**src/rtl/stage_ma_hs_pkg.sv**
```systemverilog
// Shared pipeline definitions: opcode field width, opcode values, stage states.
package stage_ma_hs_pkg;

  localparam int unsigned OPC_W = 8;

  typedef logic [OPC_W-1:0] opc_t;

  localparam opc_t OPC_ADD   = 8'h01;
  localparam opc_t OPC_SUB   = 8'h02;
  localparam opc_t OPC_AND   = 8'h03;
  localparam opc_t OPC_OR    = 8'h04;
  localparam opc_t OPC_LD    = 8'h10;
  localparam opc_t OPC_LDI   = 8'h11;
  localparam opc_t OPC_ST    = 8'h12;
  localparam opc_t OPC_STI   = 8'h13;
  localparam opc_t OPC_BCC   = 8'h20;
  localparam opc_t OPC_BCCI  = 8'h21;
  localparam opc_t OPC_BCCIS = 8'h22;
  localparam opc_t OPC_SRBCC = 8'h23;

  typedef enum logic [1:0] {
    IDLE,
    MEM,
    HOLD
  } state_e;

  typedef enum logic [1:0] {
    CLS_ALU,
    CLS_LOAD,
    CLS_STORE,
    CLS_BRANCH
  } op_class_e;

  // Map an opcode to its execution class; unknown opcodes behave as ALU ops.
  function automatic op_class_e op_class(input opc_t opc);
    case (opc)
      OPC_LD, OPC_LDI:                          return CLS_LOAD;
      OPC_ST, OPC_STI:                          return CLS_STORE;
      OPC_BCC, OPC_BCCI, OPC_BCCIS, OPC_SRBCC:  return CLS_BRANCH;
      default:                                  return CLS_ALU;
    endcase
  endfunction

endpackage

```
**src/rtl/stage_ma_hs_pipe_reg.sv**
```systemverilog
// Output register slice: holds its payload while valid and not accepted downstream.
module pipe_reg #(
  parameter int unsigned W = 8
) (
  input  logic         clk,
  input  logic         rst,
  input  logic         load,
  input  logic         flush,
  input  logic         out_ready,
  input  logic [W-1:0] in_data,
  output logic         out_valid,
  output logic [W-1:0] out_data
);

  // Valid flag: flush wins, then a refill, then a downstream drain.
  always_ff @(posedge clk or negedge rst) begin
    if (!rst)           out_valid <= 1'b0;
    else if (flush)     out_valid <= 1'b0;
    else if (load)      out_valid <= 1'b1;
    else if (out_ready) out_valid <= 1'b0;
  end

  // Payload only changes on a load, so it stays frozen while stalled.
  always_ff @(posedge clk or negedge rst) begin
    if (!rst)      out_data <= '0;
    else if (load) out_data <= in_data;
  end

endmodule

```
**src/rtl/stage_ma_hs.sv**
```systemverilog
// Memory-access pipeline stage with valid/ready handshake and a single
// outstanding data-memory request.
module stage_ma_hs #(
  parameter int unsigned DATA_W  = 24,
  parameter int unsigned FLAGS_W = 4,
  parameter int unsigned OPC_W   = stage_ma_hs_pkg::OPC_W
) (
  input  logic               clk,
  input  logic               rst,
  input  logic               in_valid,
  output logic               in_ready,
  input  logic               flush,
  input  logic [DATA_W-1:0]  pc_in,
  input  logic [DATA_W-1:0]  instr_in,
  input  logic [DATA_W-1:0]  result_in,
  input  logic [DATA_W-1:0]  store_data_in,
  input  logic [FLAGS_W-1:0] flags_in,
  output logic               out_valid,
  input  logic               out_ready,
  output logic [DATA_W-1:0]  pc_out,
  output logic [DATA_W-1:0]  instr_out,
  output logic [DATA_W-1:0]  result_out,
  output logic [DATA_W-1:0]  store_data_out,
  output logic [FLAGS_W-1:0] flags_out,
  output logic               mem_req,
  output logic               mem_we,
  output logic [DATA_W-1:0]  mem_addr,
  output logic [DATA_W-1:0]  mem_wdata,
  input  logic               mem_ack,
  input  logic [DATA_W-1:0]  mem_rdata
);

  import stage_ma_hs_pkg::*;

  localparam int unsigned PAY_W = 4 * DATA_W + FLAGS_W;

  state_e              state_q, state_d;
  logic                alive_q;
  logic                discard_q;
  logic                pend_load_q;
  logic [DATA_W-1:0]   pend_pc_q, pend_instr_q, pend_sd_q;
  logic [FLAGS_W-1:0]  pend_flags_q;
  op_class_e           cls;
  logic                is_mem, xfer;
  logic                slot_load;
  logic [PAY_W-1:0]    slot_d, slot_q;

  assign cls      = op_class(opc_t'(instr_in[DATA_W-1 -: OPC_W]));
  assign is_mem   = (cls == CLS_LOAD) || (cls == CLS_STORE);
  // alive_q keeps in_ready low during reset and until the first clock after release
  assign in_ready = alive_q && (state_q == IDLE) && (!out_valid || out_ready) && !flush;
  assign xfer     = in_valid && in_ready;

  // Next state and output-slot refill (direct ALU/branch or completed memory op).
  always_comb begin
    state_d   = state_q;
    slot_load = 1'b0;
    slot_d    = {(cls == CLS_BRANCH) ? result_in : pc_in,
                 instr_in, result_in, store_data_in, flags_in};
    unique case (state_q)
      IDLE: begin
        if (xfer) begin
          if (is_mem) state_d   = MEM;
          else        slot_load = 1'b1;
        end
      end
      MEM: begin
        if (mem_ack) begin
          slot_d = {pend_pc_q, pend_instr_q, pend_load_q ? mem_rdata : mem_addr,
                    pend_sd_q, pend_flags_q};
          if (discard_q || flush) begin
            state_d = IDLE;
          end else begin
            slot_load = 1'b1;
            state_d   = out_ready ? IDLE : HOLD;
          end
        end
      end
      HOLD: begin
        if (out_ready || flush) state_d = IDLE;
      end
      default: state_d = IDLE;
    endcase
  end

  // State register, post-reset enable and flush-while-in-MEM discard marker.
  always_ff @(posedge clk or negedge rst) begin
    if (!rst) begin
      state_q   <= IDLE;
      alive_q   <= 1'b0;
      discard_q <= 1'b0;
    end else begin
      state_q <= state_d;
      alive_q <= 1'b1;
      if (state_q == MEM) begin
        if (mem_ack)    discard_q <= 1'b0;
        else if (flush) discard_q <= 1'b1;
      end
    end
  end

  // Memory request: launched on a load/store transfer, held until acknowledged.
  always_ff @(posedge clk or negedge rst) begin
    if (!rst) begin
      mem_req   <= 1'b0;
      mem_we    <= 1'b0;
      mem_addr  <= '0;
      mem_wdata <= '0;
    end else if (xfer && is_mem) begin
      mem_req   <= 1'b1;
      mem_we    <= (cls == CLS_STORE);
      mem_addr  <= result_in;
      mem_wdata <= store_data_in;
    end else if ((state_q == MEM) && mem_ack) begin
      mem_req   <= 1'b0;
      mem_we    <= 1'b0;
      mem_addr  <= '0;
      mem_wdata <= '0;
    end
  end

  // Instruction context parked while its memory access is outstanding.
  always_ff @(posedge clk or negedge rst) begin
    if (!rst) begin
      pend_load_q  <= 1'b0;
      pend_pc_q    <= '0;
      pend_instr_q <= '0;
      pend_sd_q    <= '0;
      pend_flags_q <= '0;
    end else if (xfer && is_mem) begin
      pend_load_q  <= (cls == CLS_LOAD);
      pend_pc_q    <= pc_in;
      pend_instr_q <= instr_in;
      pend_sd_q    <= store_data_in;
      pend_flags_q <= flags_in;
    end
  end

  pipe_reg #(.W(PAY_W)) u_out_reg (
    .clk       (clk),
    .rst       (rst),
    .load      (slot_load),
    .flush     (flush),
    .out_ready (out_ready),
    .in_data   (slot_d),
    .out_valid (out_valid),
    .out_data  (slot_q)
  );

  assign {pc_out, instr_out, result_out, store_data_out, flags_out} = slot_q;

endmodule

```
**config.mk**
```make
export PLATFORM = sky130hd
export DESIGN_NAME = stage_ma_hs
export DESIGN_NICKNAME = d
export VERILOG_FILES = /design/src/rtl/stage_ma_hs_pkg.sv /design/src/rtl/stage_ma_hs_pipe_reg.sv /design/src/rtl/stage_ma_hs.sv
export SDC_FILE = /design/constraint.sdc
export NUM_CORES = 1
export LEC_CHECK = 0
export ABC_AREA = 1
export ABC_CLOCK_PERIOD_IN_PS = 3900
export BUFFER_PORTS_ARGS = -buffer_cell sky130_fd_sc_hd__clkbuf_2
export CORE_MARGIN = 2
export CORE_UTILIZATION = 57
export DETAILED_ROUTE_END_ITERATION = 16
export GPL_TIMING_DRIVEN = 0
export PLACE_DENSITY = 0.93
export SLEW_MARGIN = 10
export SYNTH_ARGS = -nofsm -noshare
export SYNTH_HDL_FRONTEND = slang
export SYNTH_SLANG_ARGS = --single-unit
```
**constraint.sdc**
```tcl
create_clock -name clk -period 3.9 [get_ports clk]
set_clock_uncertainty 0.2 [all_clocks]
set_input_delay 0.195 -clock clk [delete_from_list [all_inputs] [get_ports clk]]
set_output_delay 0.195 -clock clk [all_outputs]
set_load 0.005 [all_outputs]
```
==> out/metrics.csv, run 1 <==
metric,value,unit
"Hold Violations, Final",0,
H-tree levels,1,
total global routing overflow,0,
clk_lat worst skew,520,ps
cell row count,50,
"slowest stage cell, crit path",dlygate4sd3_1,
clock power share,35.6,%
vias in the first global route,12100,
Synth area leader,dfrtp_1,
total CTS buffers,25,
Critical Path RT,4150,ps
internal power,4.83,mW
root buffer cell,clkbuf_16,
worst-path fanout max,10,
Net Sw Power,1.98,mW
router iterations before antenna repair,9,
# IOs,282,
die area,0.0201,mm^2
FF/Latch Area,0.00581,mm^2
# DRC,0,
HP Start,mem_rdata[1],
post-synth top area share,53.8,%
RSZ-0062 raised after global routing,no,
Final nets,1967,
pwr/cell area,465,mW/mm^2
worst r2r path cells,9,
yosys warns,0,
Routed Wire Length,40400,um
MaxCap Viol Count,0,
crit start category,input pin,
sequential-to-total area share from yosys stat,53.8,%
Post CTS Setup Buffer Count,0,
Critical path buffers and inverters,5,
Final Power,6.81,mW
vias per cell,5.88,
"FF+latch count, synth",232,
Post-Syn Area,0.0108,mm^2
Clock transition at path regs,60,ps
most frequent CP cell,nand2_1,
CTS tree,done,
min-delay worst type,in2reg,
Finished Layout Cells,2082,
CP Capture Type,register,
fmax,336,MHz
post-CTS resize count,0,
Routed Antenna Nets,0,
Synth async-reset ratio,100,%
Worst VDD drop,0.000411,V
die height,142,um
initial antenna violation count,0,
Multi-input gate area,0.00415,mm^2
sequential fraction of design power,45.3,%
total vias in the final route,12300,
Final HPWL DP,24400,um
Overall Global Routing Usage,40.3,%
# placed instances,1913,
clock sinks,232,
Netlist cell types,25,
status,"finished, final reports clean",
Routed wire per std cell,19.4,um
reg-to-reg critical path endpoint,u_out_reg.out_data[50],
dominant synthesized flop cell,dfrtp_1,
Setup Crit Path Kind,in2reg,
Starting Density,57.9,%
DRT iter0 DRCs,1239,
gpl congestion,0.944,
number of synthesized flops with an enable pin,0,
hold depth,7,
reg2reg start,pend_load_q,
Post-Synthesis Cells,1396,
# setup viols final,0,
largest net degree at the start of global routing,93,
hold buffer count at cts,128,
Tightest Pin Transition,839,ps
fin crit period,2980,ps
R2R setup slack,1480,ps
diode count,0,
Syn-to-layout area delta,35.7,%
leakage,8.29,nW
Max Slew Vio Count,0,
Synth area leaders,"dfrtp_1, nand2_1, nand3_1",
Crit. Startpoint,instr_in[19],
# fillers,1155,
first-pass GRT wire length,63300,um
hold path endpoint,u_out_reg.out_data[29],
Core ar.,0.0186,mm^2
syn_area_per_cell,7.73,um^2
"delay-heaviest family, CP",buffers and inverters,
Port Buffers,281,
Crit path largest cell delay,570,ps
max-slew headroom at the worst pin,44.0,%
Net Sw Frac,29.1,%
Critical Path AT,3230,ps
layout cells sized above 1,21.6,%
clk buf depth,3,
crit share post-route,76.4,%
syn_nets,1529,
die width,142,um
Logic pwr share,19.0,%
crit path cell chain,dlygate4sd3_1 > clkbuf_2 > nor2_1 > inv_1 > o31ai_1 > ha_1 > buf_2 > clkbuf_1 > nand2_1 > o21ai_0 > nand2_1 > nand2_1 > nand2_1 > nand2_1,
registers in the layout, indices dropped and copies added (netlist names):
register	count
mem_wdata	24
state_q	2
pend_load_q	1
u_out_reg.out_data	100
u_out_reg.out_valid	1
alive_q	1
pend_instr_q	24
mem_req	1
pend_pc_q	24
pend_sd_q	24
pend_flags_q	4
mem_addr	24
discard_q	1
mem_we	1
routing by layer:
metal | GRT usage, % | vias up | wire length, um
met3 | 9.18 | 264 | 4650
met4 | 22.5 | 0 | 2650
met1 | 49.0 | 5696 | 13700
met2 | 66.8 | 1016 | 19400
li1 | - | 5275 | -
met5 | 0 | - | 0
worst min-delay path, delay by kind of cell:
kind                   cells  cell delay, ps
buffers and inverters      1             100
and+or+nand+nor            6             410
cell type report:
type                            instances  area share [%]
Sequential cell                       232            39.6
Multi-Input combinational cell        980            28.3
Timing Repair Buffer                  411            18.8
Clock buffer                           31            4.70
Buffer                                 93            3.40
Inverter                               91            2.35
Tap cell                              234            2.00
Clock inverter                         10           0.854
worst max path at each step:
stage / end / slack, ps / cells after the start
6_report: u_out_reg.out_data[87] / 920 / 14
5_1_grt: u_out_reg.out_data[50] / 750 / 12
4_1_cts: u_out_reg.out_data[50] / 960 / 12
3_5_place_dp: u_out_reg.out_data[50] / 1040 / 11
3_3_place_gp: pend_instr_q[10] / -2110 / 1
2_1_floorplan: pend_pc_q[4] / 1850 / 10
synth_stat cells, types with 2 or more instances:
cell type  count
buf_2         53
buf_4          8
clkbuf_1      22
buf_1          3
buf_6          7
nor2_2         2
ha_1           3
o21ai_1       37
nand3_1      150
nor2_1         9
nand2_1      640
inv_2          2
nand4_1        3
o21ai_0      126
nand2_2        2
dfrtp_1      232
o31ai_1        2
inv_1         88
cell families after synthesis:
logic type | synth area share [%]
AND/OR/NAND/NOR | 30.2
other | 0.0347
AO/OA/AOI/OAI | 7.82
buffers and inverters | 7.80
adder cells (fa/ha/maj) | 0.348
flip-flops | 53.8
cell usage in the layout, fill, tap and decap left out, drive strengths merged:
cell type	instances
nand2	643
o211ai	1
bufinv	3
nand3	150
o21ai	163
dlygate4sd3	128
o31ai	2
clkbuf	334
o22ai	1
dfrtp	232
conb	1
nand4	3
inv	91
clkinv	7
nand3b	1
buf	73
nor2	12
ha	3
metrics by stage:
stage	worst slack (ps)	hold slack [ps]	setup TNS [ps]	area [um^2]	utilization [%]
final	920	33.8	0	14700	78.6
after global routing	750	96.4	0	14700	78.6
after CTS	955	4.84	0	14700	78.6
after detailed placement	1040	89.8	0	12600	67.4
after global placement	-2110	211	-485310	12500	67.0
after floorplan	1850	-301	0	10800	-
power by group through the flow:
stage | Sequential (mW) | Combinational, mW | Clock (mW)
after floorplan | 3.07 | 0.517 | 0
after global placement | 3.08 | 1.06 | 0
after detailed placement | 3.09 | 1.11 | 0
after CTS | 3.05 | 1.23 | 2.40
after global routing | 3.11 | 1.43 | 2.53
final | 3.09 | 1.30 | 2.43
(Power assumes the default switching activity.)
==> inputs of run 2 (changes only) <==
--- a/config.mk
+++ b/config.mk
@@ -6,13 +6,13 @@
 export NUM_CORES = 1
 export LEC_CHECK = 0
 export ABC_AREA = 1
-export ABC_CLOCK_PERIOD_IN_PS = 3900
+export ABC_CLOCK_PERIOD_IN_PS = 2690
 export BUFFER_PORTS_ARGS = -buffer_cell sky130_fd_sc_hd__clkbuf_2
 export CORE_MARGIN = 2
-export CORE_UTILIZATION = 57
+export CORE_UTILIZATION = 48
 export DETAILED_ROUTE_END_ITERATION = 16
 export GPL_TIMING_DRIVEN = 0
-export PLACE_DENSITY = 0.93
+export PLACE_DENSITY = 0.84
 export SLEW_MARGIN = 10
 export SYNTH_ARGS = -nofsm -noshare
 export SYNTH_HDL_FRONTEND = slang
==> constraint.sdc (replaced) <==
create_clock -name clk -period 2.69 [get_ports clk]
set_clock_uncertainty 0.2 [all_clocks]
set_input_delay 0.1345 -clock clk [delete_from_list [all_inputs] [get_ports clk]]
set_output_delay 0.1345 -clock clk [all_outputs]
set_load 0.005 [all_outputs]
==> run 2 against run 1 <==
Compared with the run above:
- clock-buffer cell count grew 1
- first-iteration DRC count shrank 18%
- via count shrank 4.0%
- sequential share of layout area shrank 0.33 points
- global-route usage shrank 7.3 points
- non-clock buffer count grew 1
- routed wire length shrank 3.0%
- final area grew 0.84%
- flip-flop and latch count is the same
- critical path type unchanged
- critical endpoint is now u_out_reg.out_data[76]
- largest power group unchanged
- highest routed layer unchanged
==> out/metrics.csv, run 2 (synthesis gave the netlist of run 1 again) <==
metric,value,unit,change
Routed Wire Length,39200,um,was 40400 um
reg2reg start,state_q[1],,was pend_load_q
min-delay worst type,in2async,,was in2reg
setup tns final,0,ps,unchanged
total global routing overflow,0,,unchanged
crit share post-route,92.8,%,
"commonest non-fill, non-tap cells in the layout","nand2_1, clkbuf_2, dfrtp_1",,unchanged
Syn-to-layout area delta,36.9,%,was 35.7%
H-tree levels,1,,unchanged
worst-path fanout max,10,,unchanged
RSZ-0062 raised after global routing,no,,unchanged
clk buf depth,3,,unchanged
reg-to-reg critical path endpoint,u_out_reg.out_data[50],,unchanged
Clock transition at path regs,60,ps,about the same
MaxCap Viol Count,0,,unchanged
final instance area,0.0148,mm^2,was 0.0147 mm^2
# IOs,282,,unchanged
CP Capture Type,register,,unchanged
vias in the first global route,11800,,was 12100
crit start category,input pin,,unchanged
Critical Path AT,2700,ps,was 3230 ps
root buffer cell,clkbuf_16,,unchanged
# DRC,0,,unchanged
leakage,8.31,nW,was 8.29 nW
Biggest register,u_out_reg.out_data,,unchanged
vias per cell,5.51,,was 5.88
first-pass GRT wire length,62100,um,was 63300 um
total CTS buffers,25,,unchanged
Routed wire per std cell,18.4,um,was 19.4 um
Final HPWL DP,24700,um,was 24400 um
Placed Area,0.0126,mm^2,about the same
CTS tree,done,,unchanged
Overall Global Routing Usage,32.9,%,was 40.3%
Worst VDD drop,0.000454,V,was 0.000411 V
layout cells sized above 1,21.7,%,was 21.6%
router iterations before antenna repair,8,,was 9
status,"finished, final reports clean",,unchanged
Core ar.,0.0220,mm^2,was 0.0186 mm^2
max-slew headroom at the worst pin,52.6,%,was 44.0%
Port Buffers,281,,unchanged
Starting Density,49.2,%,was 57.9%
cell row count,54,,was 50
fmax,400,MHz,
DRT iter0 DRCs,1017,,was 1239
total vias in the final route,11800,,was 12300
fin crit period,2500,ps,
die width,154,um,was 142 um
"most common cell after layout, fill and taps aside",nand2_1,,unchanged
initial antenna violation count,1,,was 0
max FFs per register,100,,unchanged
Setup Crit Path Kind,in2reg,,unchanged
die height,154,um,was 142 um
# setup viols final,0,,unchanged
Tightest Pin Transition,711,ps,was 839 ps
clk_lat worst skew,520,ps,about the same
die area,0.0237,mm^2,was 0.0201 mm^2
Critical Path RT,2890,ps,was 4150 ps
"Hold Violations, Final",0,,unchanged
pwr/cell area,673,mW/mm^2,was 465 mW/mm^2
Post CTS Setup Buffer Count,0,,unchanged
R2R setup slack,520,ps,was 1480 ps
Max Slew Vio Count,0,,unchanged
post-CTS resize count,0,,unchanged
gpl congestion,0.903,,was 0.944
Final nets,1968,,was 1967
largest net degree at the start of global routing,95,,was 93
Routed Antenna Nets,0,,unchanged
worst r2r path cells,8,,was 9
clock sinks,232,,unchanged
## run 2: cell count changes in the layout (fill, tap and decap cells not counted)
cell           previous run  this run
dlygate4sd3_1           128       129
clkbuf_8                  5         6
diode_2                   0         2
bufinv_16                 3         4
clkinvlp_4                0         1
## run 2: how the worst max path moves through the flow
| stage | startpoint | endpoint | slack [ps] | cells after the start |
|---|---|---|---|---|
| 6_report | instr_in[18] | u_out_reg.out_data[76] | 190 | 12 |
| 3_5_place_dp | instr_in[18] | u_out_reg.out_data[88] | -270 | 13 |
| 4_1_cts | instr_in[18] | u_out_reg.out_data[88] | 270 | 13 |
| 3_3_place_gp | rst | u_out_reg.out_data[61] | -3360 | 1 |
| 5_1_grt | instr_in[18] | u_out_reg.out_data[51] | 70 | 11 |
| 2_1_floorplan | instr_in[18] | pend_pc_q[4] | 700 | 10 |
## run 2: metal layers
layer  up-vias  part of all wire, %  global-route usage, %
met4         0                  5.3                   16.5
met1      5534                   37                   41.0
li1       5279                    -                      -
met5         -                    0                      0
met3       174                  9.5                   6.14
met2       774                   48                   55.3
## run 2: power breakdown
part | switching [mW] | internal (mW) | leakage (nW) | total, mW
sequential | 0.367 | 4.09 | 2.86 | 4.46
combinational | 0.994 | 0.825 | 5.03 | 1.82
clock | 1.45 | 2.22 | 0.430 | 3.67
## run 2: worst max-delay path, stage by stage
cell and delay (ps):
clkbuf_2 90, nor2_1 140, inv_1 80, o31ai_1 600
ha_1 350, buf_2 250, clkbuf_1 530, o21ai_0 190
nand2_1 100, nand2_1 90, nand2_1 80, nand2_1 70
## run 2: final cells by class
type	instances	area, um^2
repair buffers	412	2760
fillers	1660	7180
clock buffers	32	702
diodes	2	5.00
well taps	280	350
flip-flops and latches	232	5810
multi-input cells	980	4150
inverters	91	344
plain buffers	93	498
clock inverters	12	163
## run 2: through the flow
stage / utilization (%) / hold slack (ps) / instances / power (mW) / setup WS (ps)
2_1_floorplan: - / -361 / 1396 / 5.20 / 703
3_3_place_gp: 57.2 / 151 / 1957 / 6.01 / -3360
3_5_place_dp: 57.4 / 5.25 / 1959 / 6.08 / -270
4_1_cts: 67.3 / 6.30 / 2132 / 9.88 / 273
5_1_grt: 67.3 / 34.9 / 2133 / 10.4 / 68.6
6_report: 67.3 / 12.7 / 2134 / 9.95 / 192
## run 2: repair_timing
action | in CTS | in global routing
hold buffers | 129 | 0
endpoints found under the setup margin | 0 | 0
hold endpoints to repair | 366 | 0
